## config.mk

```make
export PLATFORM = sky130hd
export DESIGN_NAME = axis_frame_capture
export DESIGN_NICKNAME = d
export VERILOG_FILES = /design/src/rtl/axis_frame_capture.sv
export SDC_FILE = /design/constraint.sdc
export NUM_CORES = 1
export LEC_CHECK = 0
export ABC_CLOCK_PERIOD_IN_PS = 9210
export CAP_MARGIN = 20
export CORE_ASPECT_RATIO = 1.75
export CORE_MARGIN = 2
export CORE_UTILIZATION = 57
export DETAILED_ROUTE_END_ITERATION = 16
export GPL_TIMING_DRIVEN = 0
export PLACE_DENSITY_LB_ADDON = 0.12
export SKIP_LAST_GASP = 1
export SLEW_MARGIN = 30
export SYNTH_ARGS = -nofsm -noshare
export SYNTH_HDL_FRONTEND = slang
export SYNTH_SLANG_ARGS = --single-unit
```

## constraint.sdc

```tcl
create_clock -name clk -period 9.21 [get_ports clk]
set_input_delay 1.3815 -clock clk [delete_from_list [all_inputs] [get_ports clk]]
set_output_delay 1.3815 -clock clk [all_outputs]
set_load 0.03 [all_outputs]
```

## src/rtl/axis_frame_capture.sv

```systemverilog
// rtl/axis_frame_capture.sv - AXI-Stream frame capture sink with tlast framing check and read port
//
// Purpose: synchronises to tlast frame boundaries, captures one FFT_LEN-sample
// frame into RAM on an arm pulse, flags framing errors and exposes the frame
// through a registered random-access read port.
//
// Ports:
//   clk, rst_n         clock, asynchronous active-low reset
//   s_axis_t*          AXI-Stream sink (tdata lanes {im,re}, lane 0 = highest sample)
//   arm                pulse: capture the next whole frame
//   busy / done        SYNC-or-CAPTURE / frame held in RAM
//   tlast_err          sticky framing error (early or missing tlast)
//   frame_cnt          accepted tlast beats since reset, wrapping
//   rd_addr / rd_data  sample read port, 1-cycle latency
//   ramp_err, ramp_err_cnt   only with CAPTURE_RAMP_CHECK_EN: ramp-pattern checker
//
// Optional feature macro: CAPTURE_RAMP_CHECK_EN

module axis_frame_capture #(
    parameter int WIDTH        = 16,
    parameter int SAMP_PER_CLK = 4,
    parameter int FFT_LEN      = 16
) (
    input  logic                            clk,
    input  logic                            rst_n,
    input  logic [SAMP_PER_CLK*2*WIDTH-1:0] s_axis_tdata,
    input  logic                            s_axis_tvalid,
    output logic                            s_axis_tready,
    input  logic                            s_axis_tlast,
    input  logic                            arm,
    output logic                            busy,
    output logic                            done,
    output logic                            tlast_err,
    output logic [15:0]                     frame_cnt,
    input  logic [$clog2(FFT_LEN)-1:0]      rd_addr,
    output logic [2*WIDTH-1:0]              rd_data
`ifdef CAPTURE_RAMP_CHECK_EN
    ,
    output logic                            ramp_err,
    output logic [15:0]                     ramp_err_cnt
`endif
);

    localparam int NB = FFT_LEN / SAMP_PER_CLK;
    localparam int BW = $clog2(NB);
    localparam int AW = $clog2(FFT_LEN);
    localparam logic [BW-1:0] LAST_BEAT = BW'(NB - 1);

    typedef enum logic [1:0] {ST_IDLE, ST_SYNC, ST_CAPTURE, ST_DONE} state_t;

    state_t              r_state, w_next;
    logic                r_tready;
    logic                r_busy, r_done, r_tlast_err;
    logic [15:0]         r_frame_cnt;
    logic [BW-1:0]       r_bcnt, r_wptr;
    logic [2*WIDTH-1:0]  r_ram [FFT_LEN];
    logic [2*WIDTH-1:0]  r_rd_data;
    logic [AW-1:0]       w_waddr [SAMP_PER_CLK];

    logic w_accept, w_early, w_wr_en, w_last_wr, w_arm_ok;

    assign w_accept  = s_axis_tvalid && r_tready;
    // Early tlast is judged by the free-running beat counter, in every state.
    assign w_early   = w_accept && s_axis_tlast && (r_bcnt != LAST_BEAT);
    assign w_wr_en   = w_accept && (r_state == ST_CAPTURE);
    assign w_last_wr = w_wr_en && (r_wptr == LAST_BEAT);
    assign w_arm_ok  = arm && (r_state == ST_IDLE || r_state == ST_DONE);

    assign s_axis_tready = r_tready;
    assign busy          = r_busy;
    assign done          = r_done;
    assign tlast_err     = r_tlast_err;
    assign frame_cnt     = r_frame_cnt;
    assign rd_data       = r_rd_data;

    // Generator lane order: lane 0 carries the highest sample index of the beat.
    always_comb begin
        for (int j = 0; j < SAMP_PER_CLK; j++) begin
            w_waddr[j] = AW'(int'(r_wptr) * SAMP_PER_CLK + (SAMP_PER_CLK - 1 - j));
        end
    end

    always_comb begin
        w_next = r_state;
        case (r_state)
            ST_IDLE, ST_DONE: begin
                // Stream already sits on a frame boundary: skip SYNC.
                if (arm) w_next = (r_bcnt == '0 && !w_accept) ? ST_CAPTURE : ST_SYNC;
            end
            ST_SYNC: begin
                if (w_accept && s_axis_tlast) w_next = ST_CAPTURE;
            end
            ST_CAPTURE: begin
                if (w_last_wr) w_next = ST_DONE;
            end
            default: w_next = ST_IDLE;
        endcase
    end

    always_ff @(posedge clk or negedge rst_n) begin
        if (!rst_n) begin
            r_state     <= ST_IDLE;
            r_tready    <= 1'b0;
            r_busy      <= 1'b0;
            r_done      <= 1'b0;
            r_tlast_err <= 1'b0;
            r_frame_cnt <= '0;
            r_bcnt      <= '0;
            r_wptr      <= '0;
        end else begin
            r_state  <= w_next;
            r_tready <= 1'b1;
            r_busy   <= (w_next == ST_SYNC) || (w_next == ST_CAPTURE);
            r_done   <= (w_next == ST_DONE);
            if (w_early || (w_last_wr && !s_axis_tlast)) r_tlast_err <= 1'b1;
            if (w_accept && s_axis_tlast) r_frame_cnt <= r_frame_cnt + 16'd1;
            if (w_accept) r_bcnt <= s_axis_tlast ? '0 : r_bcnt + BW'(1);
            // An early tlast inside CAPTURE restarts the frame from sample 0.
            if (r_state != ST_CAPTURE) r_wptr <= '0;
            else if (w_accept) r_wptr <= w_early ? '0 : r_wptr + BW'(1);
        end
    end

    always_ff @(posedge clk) begin
        if (w_wr_en) begin
            for (int j = 0; j < SAMP_PER_CLK; j++) begin
                r_ram[w_waddr[j]] <= s_axis_tdata[j*2*WIDTH +: 2*WIDTH];
            end
        end
    end

    always_ff @(posedge clk or negedge rst_n) begin
        if (!rst_n) r_rd_data <= '0;
        else        r_rd_data <= r_ram[rd_addr];
    end

`ifdef CAPTURE_RAMP_CHECK_EN
    localparam int CW = $clog2(SAMP_PER_CLK + 1);

    logic          r_ramp_err;
    logic [15:0]   r_ramp_err_cnt;
    logic [CW-1:0] w_mis;
    logic [16:0]   w_sum;

    assign ramp_err     = r_ramp_err;
    assign ramp_err_cnt = r_ramp_err_cnt;

    always_comb begin
        w_mis = '0;
        for (int j = 0; j < SAMP_PER_CLK; j++) begin
            if (s_axis_tdata[j*2*WIDTH +: WIDTH] != WIDTH'(w_waddr[j]) ||
                s_axis_tdata[j*2*WIDTH+WIDTH +: WIDTH] != '0) begin
                w_mis = w_mis + CW'(1);
            end
        end
        w_sum = {1'b0, r_ramp_err_cnt} + 17'(w_mis);
    end

    always_ff @(posedge clk or negedge rst_n) begin
        if (!rst_n) begin
            r_ramp_err     <= 1'b0;
            r_ramp_err_cnt <= '0;
        end else if (w_arm_ok) begin
            r_ramp_err     <= 1'b0;
            r_ramp_err_cnt <= '0;
        end else if (w_wr_en && w_mis != '0) begin
            r_ramp_err     <= 1'b1;
            r_ramp_err_cnt <= w_sum[16] ? 16'hFFFF : w_sum[15:0];
        end
    end
`endif

endmodule

```

==> metrics.txt <==
period utilization roughly a third; endpoint class of the critical path flip-flop; busiest layer in global routing met2; category of the most critical setup path in -> reg; share of Yosys cell area claimed by the top area cell type approximately 73%; launching element type of the critical path input port; Post-DRT Antenna Nets 0; Mapped Nets between 1,000 and 1,500; leakage roughly 8.4 nW; register area share after synthesis about 80%; vias in the first global route ~11,000; library cell with the largest summed area after synthesis sky130_fd_sc_hd__edfxtp_1; setup repair after global routing missed its margin no; Mapped Area around 21,000 sq um; most instantiated library cell after synthesis sky130_fd_sc_hd__edfxtp_1; crit-path max FO 50; routing usage on met2 a little over two fifths; proportion of register bits with asynchronous set or reset after synthesis 10.2%; met3 layer usage reported by global route under 10%; synthesized area per cell approximately 23 sq um; wire length of the first global-routing pass 64,800 microns; Worst Path Arrival 3.44 ns; highest achievable clock rate roughly 310 MHz; number of buffers inserted during clock tree synthesis between 40 and 50; final setup violation count 0; total power draw ~5.4 mW; weighted congestion at the end of routability-driven global placement ~0.74; count of routing violations after the opening detailed-route iteration 910; area added between synthesis and finish 20.7%; final wirelength ~44,000 microns; GRT Resource Usage Total 23.3%; pin count of the biggest net entering global routing 51; initial standard-cell utilization of the core a little under 60%; antenna violations before repair 1; path depth of the worst reg2reg path 5; Worst-Margin Slew slightly below 1 ns; Clock Tree Buf Depth 3; number of stages on the worst hold path 1; post-cts sizing count 0; post-synth cell types 29; sinks on the clock net 570; die outline area approximately 39,000 sq um; post-DR wirelength/cell about 26 microns; CTS root buffer sky130_fd_sc_hd__clkbuf_16; final hold slack around 0.47 ns; Tmin final about 3.2 ns; area of the core region about 37,000 sq um; clock tree from TritonCTS yes; Die Height ~260 microns; Hold Violations, Final 0; HPWL Detailed 29,100 microns; Boundary Pins approximately 190; cell types occupying the most area after synthesis sky130_fd_sc_hd__edfxtp_1 (73%), sky130_fd_sc_hd__mux4_2 (14%), sky130_fd_sc_hd__dfrtp_1 (6.9%), sky130_fd_sc_hd__a22oi_1 (2.3%), sky130_fd_sc_hd__nand2_1 (0.78%); ranking of synthesized cells by instance count sky130_fd_sc_hd__edfxtp_1 (512), sky130_fd_sc_hd__mux4_2 (128), sky130_fd_sc_hd__a22oi_1 (65), sky130_fd_sc_hd__dfrtp_1 (58), sky130_fd_sc_hd__nand2_1 (44); outcome finished clean; Overflow after GRT 0; number of synthesized register bits 570; global routing usage on met1 between 20 and 30%; Avg Vias per Cell approximately 6.0; clock latency at the later pin of the worst-skew pair 0.57 ns; Syn. warnings 0; number of buffers added to fix hold violations after cts 0; Clk pin slew, worst setup/hold paths 0.06 ns; type of the tightest min-delay check reg -> reg; worst supply voltage drop on vdd 176 uV; number of setup buffers added after CTS 0; DR vias roughly 10,000; largest clock skew in the final design 0.0149 ns; worst slew slack as a fraction of its limit 35.7%; required time at the endpoint of the critical path 9.45 ns; Synth Instances roughly 930; max-slew violations 0; share of post-route cells with drive strength above 1 between 10% and 20%; row count between 90 and 100; reported max-cap violation count 0; Pwr Density roughly 210 nW/um^2; setup slack of the worst register-to-register path 6.77 ns; htree depth 2; net count of the finished layout 1,331; Detailed Routing Iterations Pass 1 5; number of buffers inserted by port buffering 186; count of flip-flops with a built-in enable after synthesis roughly 500; Die X ~150 microns; Primary FF master, synth sky130_fd_sc_hd__edfxtp_1; DRC violation count after routing 0
stage by stage:
step / area (sq um) / cells / worst slack [ns] / utilization (%) / setup TNS [ns]
floorplan: 21100 / 934 / 1.49 / - / 0
global placement: 23600 / 1595 / -1.78 / 64.4 / -210.30
detailed placement: 24000 / 1610 / 5.43 / 65.5 / 0
CTS: 25500 / 1696 / 6.02 / 69.6 / 0
global route: 25500 / 1697 / 5.90 / 69.6 / 0
finish: 25500 / 1697 / 6.00 / 69.6 / 0
path summary, 6_finish.rpt:
kind                                     from     endpoint
worst max-delay path            s_axis_tvalid  r_ram[5][9]
worst min-delay path                tlast_err    tlast_err
worst max register to register     r_state[0]  r_ram[5][9]
worst min register to register      tlast_err    tlast_err
max in group asynchronous               rst_n  rd_data[12]
min in group asynchronous               rst_n  rd_data[28]
where the power goes:
group | switching, mW | internal, mW | leakage, nW | total [mW]
Combinational | 0.275 | 0.224 | 2.32 | 0.499
Sequential | 0.0404 | 2.93 | 5.33 | 2.97
Clock | 0.855 | 1.12 | 0.728 | 1.97
Total | 1.17 | 4.27 | 8.38 | 5.44
cells in the final DEF, fill, tap and decap left out, drive strengths merged, types with 4 or more instances in the layout:
| cell | synthesis | final |
|---|---|---|
| clkinv | 0 | 7 |
| nor3 | 4 | 4 |
| nor2b | 5 | 5 |
| clkdlybuf4s50 | 0 | 185 |
| edfxtp | 512 | 512 |
| a22oi | 65 | 65 |
| clkinvlp | 0 | 4 |
| clkbuf | 18 | 89 |
| ha | 10 | 10 |
| dfrtp | 58 | 58 |
| bufinv | 0 | 4 |
| xnor2 | 13 | 13 |
| nand3 | 5 | 5 |
| nor2 | 8 | 8 |
| o21ai | 4 | 4 |
| inv | 7 | 7 |
| nand4 | 6 | 6 |
| and3 | 5 | 5 |
| nand2 | 44 | 44 |
| buf | 26 | 42 |
| mux4 | 128 | 128 |
cell families (layout without fill, tap and decap cells):
family | after synthesis | count (layout) | synth area share [%]
multiplexers | 128 | 128 | 13.6
AO/OA/AOI/OAI | 75 | 75 | 2.60
XOR/XNOR | 15 | 15 | 0.621
buffers and inverters | 51 | 338 | 1.11
flip-flops | 570 | 570 | 79.6
AND/OR/NAND/NOR | 84 | 84 | 1.85
adder cells (fa/ha/maj) | 10 | 10 | 0.592
other | 1 | 2 | 0.0177
critical path, stage by stage:
cell,delay (ns)
sky130_fd_sc_hd__clkdlybuf4s50_1,0.52
sky130_fd_sc_hd__and2_1,0.26
sky130_fd_sc_hd__and3_4,0.61
sky130_fd_sc_hd__buf_16,0.31
sky130_fd_sc_hd__buf_16,0.29
state kept, by name, summed over array words and instances (netlist names):
signal         count
r_ram            512
rd_data           32
frame_cnt         16
r_bcnt             2
r_state            2
r_wptr             2
busy               1
done               1
s_axis_tready      1
tlast_err          1
layout make-up:
| cell class | instances | area [sq um] |
|---|---|---|
| sequential | 570 | 16800 |
| fill | 2302 | 11100 |
| multi-input combinational | 313 | 4110 |
| timing repair buffer | 201 | 2230 |
| clock buffer | 71 | 1340 |
| tap | 475 | 594 |
| buffer | 44 | 209 |
| clock inverter | 15 | 183 |
| inverter | 7 | 26.3 |
| antenna | 1 | 2.50 |
layer usage:
layer / vias up / wire length (microns)
met3: 64 / 2610
li1: 4391 / -
met4: 0 / 900
met5: - / 0
met1: 5359 / 16200
met2: 360 / 24300
Note: power is estimated with default switching activity, not from simulation.
==> RTL change (config.mk and constraints unchanged) <==
`WIDTH`: 16 -> 32.
--- a/src/rtl/axis_frame_capture.sv
+++ b/src/rtl/axis_frame_capture.sv
@@ -19,3 +19,3 @@
 module axis_frame_capture #(
-    parameter int WIDTH        = 16,
+    parameter int WIDTH        = 32,
     parameter int SAMP_PER_CLK = 4,
Interface: changed (resized rd_data and s_axis_tdata); port bits go from 189 to 349. No check against the original RTL was run, so the function may have changed too.
==> RTL change against the unedited design <==
Largest cell class unchanged. Synthesized cell count grew 87%. Design area grew 95%. Synthesized area grew 94%. Setup slack lost 710 ps. Routed wire length grew 120%. Total power grew 99%. Global-route usage grew 2.9 points. Sequential cell count grew 544.
==> RTL change: results <==
# TYPE chip_impl_metric gauge
chip_impl_metric{name="avgViaCountPerCell",unit=""} 6.12
chip_impl_metric{name="worstPathBufferInverterCount",unit=""} 6
chip_impl_metric{name="track_usage",unit="%"} 26.1
chip_impl_metric{name="drt-initial-drc-count",unit=""} 1840
chip_impl_metric{name="hold_ws",unit="ps"} 473
chip_impl_metric{name="grt_antenna_before_repair",unit=""} 32
chip_impl_metric{name="synthesis.nets",unit=""} 2018
chip_impl_metric{name="finalWeightedCongestion",unit=""} 0.794
chip_impl_metric{name="post_synth_mux_area_share",unit="%"} 14.0
chip_impl_metric{name="sh_seq_area",unit="%"} 66.3
chip_impl_metric{name="pin_count_of_the_biggest_net_entering_global_routing",unit=""} 60
chip_impl_metric{name="n_clock_buffer",unit=""} 124
chip_impl_metric{name="synth_xor_xnor_area_share",unit="%"} 0.320
chip_impl_metric{name="worst_clock_skew",unit="ps"} 24.5
chip_impl_metric{name="power_clock",unit="mW"} 4.17
chip_impl_metric{name="power_density_of_the_placed_cells",unit="nW/um2"} 218
chip_impl_metric{name="clock_latency",unit="ps"} 670
chip_impl_metric{name="powerComb",unit="mW"} 0.888
chip_impl_metric{name="portion_of_the_clock_cycle_consumed_by_the_worst_path_in_the_final_layout",unit="%"} 42.5
chip_impl_metric{name="post-place-ws",unit="ps"} 4600
chip_impl_info{name="outcome",value="finished clean"} 1
chip_impl_metric{name="synth_edf_count",unit=""} 1024
chip_impl_metric{name="h_tree_depth",unit=""} 3
chip_impl_metric{name="ff2ff_setup_slack",unit="ps"} 5970
chip_impl_metric{name="fill_cells",unit=""} 4414
chip_impl_metric{name="max_slew_headroom",unit="%"} 31.5
chip_impl_metric{name="p_leak",unit="nW"} 16.2
chip_impl_metric{name="post_route_utilization",unit="%"} 69.6
chip_impl_metric{name="num-nonclk-inverters",unit=""} 8
chip_impl_metric{name="number_of_buffers_created_by_cts",unit=""} 94
chip_impl_metric{name="vias",unit=""} 19816
chip_impl_metric{name="synth_area_in_compound_gates",unit="%"} 2.51
## RTL change: cell count changes after synthesis, moves of 2 or more
cell / before / now
sky130_fd_sc_hd__edfxtp_1: 512 / 1024
sky130_fd_sc_hd__buf_6: 0 / 13
sky130_fd_sc_hd__xor2_1: 2 / 4
sky130_fd_sc_hd__dfrtp_1: 58 / 90
sky130_fd_sc_hd__buf_4: 9 / 6
sky130_fd_sc_hd__mux4_2: 128 / 256
sky130_fd_sc_hd__buf_2: 8 / 14
sky130_fd_sc_hd__and3_1: 5 / 7
sky130_fd_sc_hd__xnor2_1: 13 / 11
sky130_fd_sc_hd__a22oi_1: 65 / 129
sky130_fd_sc_hd__nand2_1: 44 / 72
sky130_fd_sc_hd__clkbuf_1: 18 / 43
## RTL change: layer usage
metal	vias up	part of all wire, %	track usage (%)
li1	8355	-	-
met1	10477	35	31.0
met2	755	53	45.3
met3	199	8.3	7.30
met4	30	3.0	9.62
met5	-	0.20	0
